<file path="src/rtl/layer_rr_scheduler.sv">
// Round-robin time-share of one fully-connected layer stream among R requesters.
// A grant covers one whole vector: N words in (LOAD), then M words back out (DRAIN).
module layer_rr_scheduler #(
  parameter int R = 4,
  parameter int N = 2,
  parameter int M = 5,
  parameter int T = 9
) (
  input  logic                 clk,
  input  logic                 reset,
  input  logic [R-1:0]         s_valid,
  input  logic [R*T-1:0]       s_data,
  output logic [R-1:0]         s_ready,
  output logic [R-1:0]         m_valid,
  output logic [T-1:0]         m_data,
  input  logic [R-1:0]         m_ready,
  output logic                 l_s_valid,
  output logic [T-1:0]         l_data_in,
  input  logic                 l_s_ready,
  input  logic                 l_m_valid,
  input  logic [T-1:0]         l_data_out,
  output logic                 l_m_ready,
  output logic [$clog2(R)-1:0] owner,
  output logic                 busy,
  output logic                 err
);

  localparam int OW  = $clog2(R);
  localparam int ICW = $clog2(N + 1);
  localparam int OCW = $clog2(M + 1);

  typedef enum logic [1:0] {IDLE, LOAD, DRAIN} state_e;

  state_e         state_q, state_d;
  logic [OW-1:0]  owner_q, owner_d;
  logic [OW-1:0]  last_q, last_d;
  logic [ICW-1:0] in_cnt_q, in_cnt_d;
  logic [OCW-1:0] out_cnt_q, out_cnt_d;
  logic           err_q, err_d;

  logic           grant_found;
  logic [OW-1:0]  grant_idx;
  logic           in_fire, out_fire, in_last, out_last;

  // Search starts just after the previous owner so every waiting requester
  // is reached within R-1 vectors.
  always_comb begin
    grant_found = 1'b0;
    grant_idx   = '0;
    for (int k = 1; k <= R; k++) begin
      int c;
      c = int'(last_q) + k;
      if (c >= R) c = c - R;
      if (!grant_found && s_valid[c[OW-1:0]]) begin
        grant_found = 1'b1;
        grant_idx   = c[OW-1:0];
      end
    end
  end

  assign in_fire  = l_s_valid && l_s_ready;
  assign out_fire = l_m_valid && l_m_ready;
  assign in_last  = (in_cnt_q == ICW'(N - 1));
  assign out_last = (out_cnt_q == OCW'(M - 1));

  // NOTE: sequential state uses non-blocking assignments so every register
  // samples the pre-edge values of the others.
  always_ff @(posedge clk) begin
    if (reset) state_q <= IDLE;
    else       state_q <= state_d;
  end

  // NOTE: every combinational output is given a default before any branch,
  // so no path can leave it unassigned and infer a latch.
  always_comb begin
    state_d = state_q;
    unique case (state_q)
      IDLE:    if (grant_found)         state_d = LOAD;
      LOAD:    if (in_fire && in_last)   state_d = DRAIN;
      DRAIN:   if (out_fire && out_last) state_d = IDLE;
      default:                           state_d = IDLE;
    endcase
  end

  always_comb begin
    s_ready   = '0;
    m_valid   = '0;
    l_s_valid = 1'b0;
    l_m_ready = 1'b0;
    unique case (state_q)
      LOAD: begin
        l_s_valid        = s_valid[owner_q];
        s_ready[owner_q] = l_s_ready;
      end
      DRAIN: begin
        m_valid[owner_q] = l_m_valid;
        l_m_ready        = m_ready[owner_q];
      end
      default: ;
    endcase
  end

  assign l_data_in = s_data[int'(owner_q)*T +: T];
  assign m_data    = l_data_out;
  assign owner     = owner_q;
  assign busy      = (state_q != IDLE);
  assign err       = err_q;

  always_comb begin
    owner_d   = owner_q;
    last_d    = last_q;
    in_cnt_d  = in_cnt_q;
    out_cnt_d = out_cnt_q;
    // Layer output is only legitimate while draining; anything else is sticky.
    err_d     = err_q | (l_m_valid && (state_q != DRAIN));
    if ((state_q == IDLE) && grant_found) owner_d = grant_idx;
    if (in_fire) in_cnt_d = in_last ? '0 : in_cnt_q + ICW'(1);
    if (out_fire) begin
      out_cnt_d = out_last ? '0 : out_cnt_q + OCW'(1);
      if (out_last) last_d = owner_q;
    end
  end

  always_ff @(posedge clk) begin
    if (reset) begin
      owner_q   <= '0;
      last_q    <= OW'(R - 1);
      in_cnt_q  <= '0;
      out_cnt_q <= '0;
      err_q     <= 1'b0;
    end else begin
      owner_q   <= owner_d;
      last_q    <= last_d;
      in_cnt_q  <= in_cnt_d;
      out_cnt_q <= out_cnt_d;
      err_q     <= err_d;
    end
  end

endmodule

</file>
<file path="config.mk">
export PLATFORM = sky130hd
export DESIGN_NAME = layer_rr_scheduler
export DESIGN_NICKNAME = d
export VERILOG_FILES = /design/src/rtl/layer_rr_scheduler.sv
export SDC_FILE = /design/constraint.sdc
export NUM_CORES = 1
export LEC_CHECK = 0
export BUFFER_PORTS_ARGS = -buffer_cell sky130_fd_sc_hd__buf_2
export CAP_MARGIN = 5
export CELL_PAD_IN_SITES_DETAIL_PLACEMENT = 2
export CELL_PAD_IN_SITES_GLOBAL_PLACEMENT = 2
export CORE_AREA = 2 2 74 76
export CTS_CLUSTER_DIAMETER = 40
export DETAILED_ROUTE_END_ITERATION = 8
export DIE_AREA = 0 0 76 78
export GPL_TIMING_DRIVEN = 0
export PLACE_DENSITY_LB_ADDON = 0.1
export SLEW_MARGIN = 20
export SYNTH_ARGS = -nofsm -noshare
export SYNTH_HDL_FRONTEND = slang
export SYNTH_SLANG_ARGS = --single-unit
</file>
<file path="constraint.sdc">
create_clock -name clk -period 4.5 [get_ports clk]
set_input_delay 0.675 -clock clk [delete_from_list [all_inputs] [get_ports clk]]
set_output_delay 0.675 -clock clk [all_outputs]
set_load 0.005 [all_outputs]
</file>
==> results of run 1 <==
through the flow:
step / instance area [sq um] / power, mW / setup slack [ns] / hold slack (ns)
floorplan: 1050 / 0.176 / 2.42 / 0.453
global placement: 1530 / 0.226 / 2.14 / 0.449
detailed placement: 1530 / 0.232 / 2.13 / 0.481
CTS: 1580 / 0.361 / 2.08 / 0.490
global route: 1580 / 0.376 / 1.98 / 0.522
finish: 1580 / 0.351 / 2.12 / 0.483
registers in the layout, summed over array words and instances (netlist names):
name	cells
last_q	2
in_cnt_q	2
state_q	2
out_cnt_q	3
owner	2
err	1
worst reg2reg max path: stages (launching register included):
cell	delay [ns]
dfxtp_1	0.33
buf_6	0.16
mux4_2	0.61
nand2_4	0.15
nor2_2	0.06
a211o_1	0.29
Yosys cell counts, drive strengths merged, types with 3 or more instances:
| library cell | n |
|---|---|
| a21oi | 3 |
| buf | 12 |
| clkbuf | 3 |
| dfxtp | 12 |
| inv | 6 |
| mux4 | 11 |
| nand2 | 10 |
| nand2b | 3 |
| nor2 | 16 |
| nor3 | 3 |
| nor3b | 3 |
| o21ai | 3 |
per-layer routing:
layer  track usage  share of wire  vias to the layer above  wire, um
met5             0              0                        -         0
met2         0.358           0.65                       27      2890
met1         0.126           0.30                      625      1340
li1              -              -                      582         -
met3        0.0267          0.024                       10       105
met4        0.0582          0.024                        0       105
final timing paths:
check / startpoint / end / slack [ns] / depth (start not counted)
setup / recovery: owner[0] / l_m_ready / 2.12 / 4
hold / removal: out_cnt_q[1] / out_cnt_q[1] / 0.48 / 2
setup reg to reg: owner[0] / last_q[0] / 2.79 / 5
hold reg to reg: out_cnt_q[1] / out_cnt_q[1] / 0.48 / 2
final cells by class:
type                    instances  share of cell area
plain buffers                  15              0.0648
well taps                      70              0.0553
repair buffers                 79               0.250
flip-flops and latches         12               0.152
clock buffers                   4              0.0348
multi-input cells              80               0.430
inverters                       6              0.0142
power breakdown:
group	total (mW)	switching [mW]	internal (mW)
Combinational	0.114	0.0505	0.0639
Clock	0.124	0.0464	0.0776
Sequential	0.112	0.00229	0.110
Total	0.351	0.0992	0.252
cells by family after synthesis:
kind of cell    Yosys count  share of synthesized area
fa+ha+maj                 2                     0.0239
xor+xnor                  1                    0.00837
simple gates             44                      0.213
flops                    12                      0.230
compound gates           22                      0.147
mux                      11                      0.258
buf+inv                  21                      0.120
==> results by stage, run 1 <==
Worst setup path:
- The combined buffer and inverter count along the critical path is 2.
- The category of the critical setup timing path is register to output port.
- Data on the critical path arrives at its endpoint at 1.70 ns.
- Grouping stages by cell kind, the critical path spends the most delay in multiplexers.
- The largest single stage delay on the critical path is 0.61 ns.
- The required time of the critical path is 3.83 ns.
- The critical path launch point type is a register.
- For this design, the slowest cell found on the critical path is mux4_2.
- The element type at the critical path end is an output port.
- The largest driver fanout on the critical path is 9.
- Walking the worst path, the cells encountered are buf_6 -> mux4_2 -> and3_1 -> buf_2.

Clocking:
- The depth of the CTS H-tree is 1.
- Buffers inserted to repair hold after CTS numbered 0.
- Counting the buffers created by CTS gives 3.
- After clock tree synthesis, the clock-pin slew on the worst setup and hold paths is 0.06 ns.
- TritonCTS built the clock tree.
- The clock passes through at most 2 buffers.
- The number of sinks on the clock net is 12.
- The master cell of the clock root buffer is clkbuf_8.
- The later pin in the worst-skew pair is clocked with a latency of 0.25 ns.
- After clock tree synthesis, the repair step resized 0 gates.
- The setup fix buffers added after clock tree synthesis is 0.

Cells and area:
- For this run, the share of the core covered by cells in the final layout is 0.314.
- The net count of the finished layout is 256.
- For this run, the number of standard cells in the final layout without fillers is 266.
- The final antenna diode count is 0.
- Registers take 240 sq um.
- Leaving out fill and tap cells, the most frequent cell in the layout is buf_2.
- The area taken by multi-input logic gates is 681 sq um.
- The filler cell count is 615.
- Relative to the synthesized area, the layout overhead comes to 51.4%.
- In the layout the commonest cells are buf_2, nor2_1, dfxtp_1, buf_4, nand2_1.
- The layout cell share with drive strength beyond 1 is 0.526.

Logic synthesis:
- Synthesis produced a netlist whose cell count is 113.
- The most used flip-flop cell after synthesis is dfxtp_1.
- The number of enable flip-flop cells after synthesis is 0.
- The post-synthesis cell area is 0.00105 sq mm.
- Of the synthesized area, sequential elements account for 0.230.
- Sorting the synthesized cells by area gives the leading types as dfxtp_1, mux4_1, mux4_2.
- After synthesis, the mean cell area works out to 9.26 sq um.
- The number of nets in the synthesized netlist is 172.
- Summed over all instances, the cell type with the most area after synthesis is dfxtp_1.
- Yosys printed 0 warnings.
- The synthesized design contains 12 register bits.
- The share of synthesized area in the top cell type comes to 0.230.
- The share of flip-flops with an asynchronous set or reset is 0.
- The number of distinct library cell variants in the gate-level netlist after synthesis is 39.

Place:
- The placed cell count is 262.
- Summed over all nets, the half-perimeter wirelength after detailed placement is 3.83 mm.
- The count of input and output buffers is 79.
- The routability congestion estimate is 0.804.

Detailed routing:
- The via-per-instance ratio is 4.68.
- The detailed-router iteration count before antenna repair is 4.
- The final antenna-violating net count is 0.
- Wires add up to 4.44 mm.
- In the final routed layout, each cell accounts on average for 16.7 um.
- After detailed routing, the number of remaining DRC violations is 0.
- The number of design-rule violations left by the first detailed-router iteration is 26.
- Summing over every cut layer, the via total after detailed routing is 1244.

Floorplan:
- The floorplan step defined a die boundary enclosing 0.00593 sq mm.
- The vertical die dimension is 78 um.
- The core region is 0.00504 sq mm.
- The chip width is 76 um.
- The boundary pin count is 89.
- The row count is 26.
- For this configuration, the core starts out at a cell density of 0.207.

Timing:
- The final critical path time including I/O delays and setup is 2.38 ns.
- Based on the critical path, the design can be clocked at up to 0.421 GHz.
- In the finished design, the share of the clock period the worst path needs comes to 0.528.
- The max-slew violation count is 0.
- Measured against its own limit, the worst slew margin works out to 0.653.
- The final number of setup-violating endpoints is 0.
- Setup repair after global routing left no endpoint under its margin.
- For the pin with the worst max-slew slack, the measured transition is 0.520 ns.
- The final number of hold-violating endpoints is 0.
- Setup total negative slack on the finished layout was measured at 0 ns.
- The largest clock skew in the final design is 0.00218 ns.

Global routing:
- Across every metal layer, demand over resource in global routing totals 0.157.
- The number of global-route vias before repair is 1454.
- Global routing finished with a remaining overflow of 0.
- Entering global routing, the biggest net connects 11 pins.
- The initial antenna violation count was 0.
- The first global-routing pass estimated 7.10 mm of wire.

Job:
- The number of maximum-capacitance constraint violations is 0.

Pwr:
- Summed over all cells, the static leakage comes to 0.757 nW.
- The worst IR drop on VDD is 0.0849 mV.
- The power density relative to cell area is 222 mW/mm^2.

Min path:
- In this run the worst hold path is classified as register to register.

Status:
- The flow ran to the end, and the final reports show no timing, DRC or antenna violations.
Power figures use the tool's default switching activity.
==> run 2, diff against run 1 <==
--- a/config.mk
+++ b/config.mk
@@ -9,10 +9,10 @@
 export CAP_MARGIN = 5
 export CELL_PAD_IN_SITES_DETAIL_PLACEMENT = 2
 export CELL_PAD_IN_SITES_GLOBAL_PLACEMENT = 2
-export CORE_AREA = 2 2 74 76
+export CORE_AREA = 2 2 82 84
 export CTS_CLUSTER_DIAMETER = 40
 export DETAILED_ROUTE_END_ITERATION = 8
-export DIE_AREA = 0 0 76 78
+export DIE_AREA = 0 0 84 86
 export GPL_TIMING_DRIVEN = 0
 export PLACE_DENSITY_LB_ADDON = 0.1
 export SLEW_MARGIN = 20
==> constraint.sdc (replaced) <==
create_clock -name clk -period 1.97 [get_ports clk]
set_input_delay 0.2955 -clock clk [delete_from_list [all_inputs] [get_ports clk]]
set_output_delay 0.2955 -clock clk [all_outputs]
set_load 0.005 [all_outputs]
==> run 2 against run 1 <==
Cell count increased by 2.6%. Total power is 110% higher. Via count fell by 2.4%. Count of clock-buffer cells in the layout down 1. Clock power is 84% higher. Sequential cell count unchanged. Die area increased by 22%. Sequential share of layout area barely moved. Cell area grew 0.71%. Critical path depth unchanged. Hold slack lost 0.15 ns. Non-clock buffer count grew 1. Critical path type unchanged. Largest power group is now combinational cells. Highest routed layer unchanged.
==> results by stage, run 2 (synthesis gave the netlist of run 1 again) <==
Status:
- The run finished with clean final reports.

Clocking:
- The depth of the CTS H-tree was 1 (unchanged).
- The buffer levels on the longest clock path is 2 (unchanged).
- The number of hold buffers added after cts came to 0 (unchanged).
- The clock tree from TritonCTS is done.
- Clock tree synthesis selected as its root buffer the cell clkbuf_8.
- The clock slew seen by the registers of the worst setup and hold paths is 0.05 ns (about the same).
- The number of buffers inserted during clock tree synthesis is 3 (unchanged).
- The number of sinks on the clock net is 12 (unchanged).
- The clock network latency to the later pin of the worst-skew pair is 0.24 ns (about the same).

Floorplan:
- The placeable core area came to 0.00628 sq mm (+24%).
- The chip width is 84 um (+11%).
- The boundary pin count is 89 (unchanged).
- The area of the die is 0.00722 sq mm (+22%).
- The initial core utilization was 0.167 (-0.0408).
- The vertical die dimension is 86 um (+10%).
- The row count is 29 (+12%).

Detailed routing:
- The total DRC errors in the routed layout is 0 (unchanged).
- The total vias in the final route was 1214 (-2.4%).
- The detailed-router iteration count before antenna repair is 3 (-1).
- The number of design-rule violations left by the first detailed-router iteration is 45 (+73%).
- The final antenna-violating net count came to 0 (unchanged).
- The via-per-instance ratio is 4.45 (-4.9%).
- The overall routed net length is 4.41 mm (-0.68%).
- The average wire per standard cell is 16.2 um (-3.2%).

Place:
- The pre-CTS setup slack is 0.212 ns (-1.92 ns).
- The sum of net half-perimeters after detailed placement is 3.80 mm (-0.92%).
- The routability congestion estimate is 0.755 (-6.1%).
- The count of input and output buffers is 79 (unchanged).

Global routing:
- The global-route wire length before repair was 6.78 mm (-4.6%).
- The remaining global-route overflow came to 0 (unchanged).
- The number of global-route vias before repair is 1273 (-12%).
- The initial antenna violation count was 0 (unchanged).
- The global-route usage over all layers is 0.119 (-0.0371).
- The largest net degree at the start of global routing is 11 (unchanged).

Worst setup path:
- The largest driver fanout on the critical path is 9 (unchanged).
- The element type at the critical path end is an output port.
- The category of the critical setup timing path is register to output port.
- The worst setup path is launched from a register.
- The arrival time of data at the critical path endpoint is 1.60 ns (-0.10 ns).
- The required time of the critical path is 1.67 ns (-2.16 ns).

Cells and area:
- The final antenna diode count is 0 (unchanged).
- The final net count came to 257 (+0.39%).
- From synthesis to final layout, the design area changed by 52.5%.
- The filler cell count is 754 (+23%).
- The top cell types in the final layout, fill and taps aside, are buf_2, nor2_1, buf_4, dfxtp_1, nand2_1.
- The flip-flop count of the largest register after layout is 3 (unchanged).
- The register with the most flip-flops in the final layout is out_cnt_q.
- The most frequent standard cell in the layout excluding fill and tap cells is buf_2.
- The layout cell share with drive strength beyond 1 is 0.536 (+0.0102).

Timing:
- Setup repair after global routing left no endpoint under its margin.
- The tightest slew margin relative to the limit came to 0.648 (-0.00497).
- The total negative setup slack is 0 ns (unchanged).
- The top achievable clock speed is 0.529 GHz.
- The share of the clock period used by the worst path is 0.960.
- The largest clock skew in the final design is 0.00155 ns (-0.000634 ns).
- The final worst-path setup slack is 0.0790 ns (-2.05 ns).
- The max-slew violation count is 0 (unchanged).
- The final number of hold-violating endpoints is 0 (unchanged).
- The slew at the pin with the worst max-slew slack was 0.528 ns (+0.00745 ns).
- The final critical path time including I/O delays and setup is 1.89 ns.
- The final number of setup-violating endpoints is 0 (unchanged).

Min path:
- The worst hold path class is input port to register.

Pwr:
- The cell leakage power is 0.760 nW (+0.32%).
- The worst IR drop on VDD is 0.187 mV (+120%).
- The power density relative to cell area is 472 mW/mm^2 (+110%).

Job:
- The number of maximum-capacitance constraint violations came to 0 (unchanged).
-- run 2: per-layer routing --
| layer | global-route usage | vias up | part of all wire |
|---|---|---|---|
| li1 | - | 581 | - |
| met1 | 0.125 | 601 | 0.37 |
| met2 | 0.246 | 26 | 0.59 |
| met3 | 0.0221 | 6 | 0.026 |
| met4 | 0.0235 | 0 | 0.013 |
| met5 | 0 | - | 0 |
-- run 2: metrics by stage --
| step | cell area, sq um | total power [mW] | cells | hold slack (ns) | utilization |
|---|---|---|---|---|---|
| final | 1600 | 0.753 | 273 | 0.333 | 0.254 |
| after global routing | 1600 | 0.804 | 273 | 0.339 | 0.254 |
| after CTS | 1590 | 0.769 | 273 | 0.331 | 0.253 |
| after detailed placement | 1540 | 0.529 | 269 | 0.476 | 0.245 |
| after global placement | 1540 | 0.519 | 269 | 0.446 | 0.245 |
| after floorplan | 1050 | 0.402 | 113 | 0.435 | - |
-- run 2: worst paths after layout --
check,startpoint,to,slack (ns),cells past startpoint
worst min register to register,err,err,0.48,2
worst max register to register,owner[0],last_q[1],0.19,6
worst max-delay path,owner[0],l_m_ready,0.08,4
worst min-delay path,l_m_valid,err,0.33,3
-- run 2: area by class of cell --
cell class / instances / area [sq um] / area share
Tap cell: 77 / 96.3 / 0.0604
Clock buffer: 3 / 41.3 / 0.0259
Multi-Input combinational cell: 80 / 681 / 0.427
Buffer: 15 / 110 / 0.0690
Timing Repair Buffer: 80 / 403 / 0.253
Inverter: 6 / 22.5 / 0.0141
Sequential cell: 12 / 241 / 0.151
-- run 2: what timing repair did --
action | CTS | global route
resized for setup | 2 | 2
endpoints found under the setup margin | 6 | 3
hold endpoints to repair | 0 | 0
buffers inserted | 1 | 0
-- run 2: power breakdown --
group | switching, mW | internal (mW) | leakage, nW
clock | 0.0929 | 0.135 | 0.0216
combinational | 0.116 | 0.152 | 0.640
sequential | 0.00533 | 0.252 | 0.0983
-- run 2: critical path: stages (launching register included) --
cell     delay [ns]
dfxtp_2        0.34
buf_6          0.16
mux4_2         0.53
and3_1         0.20
buf_2          0.12
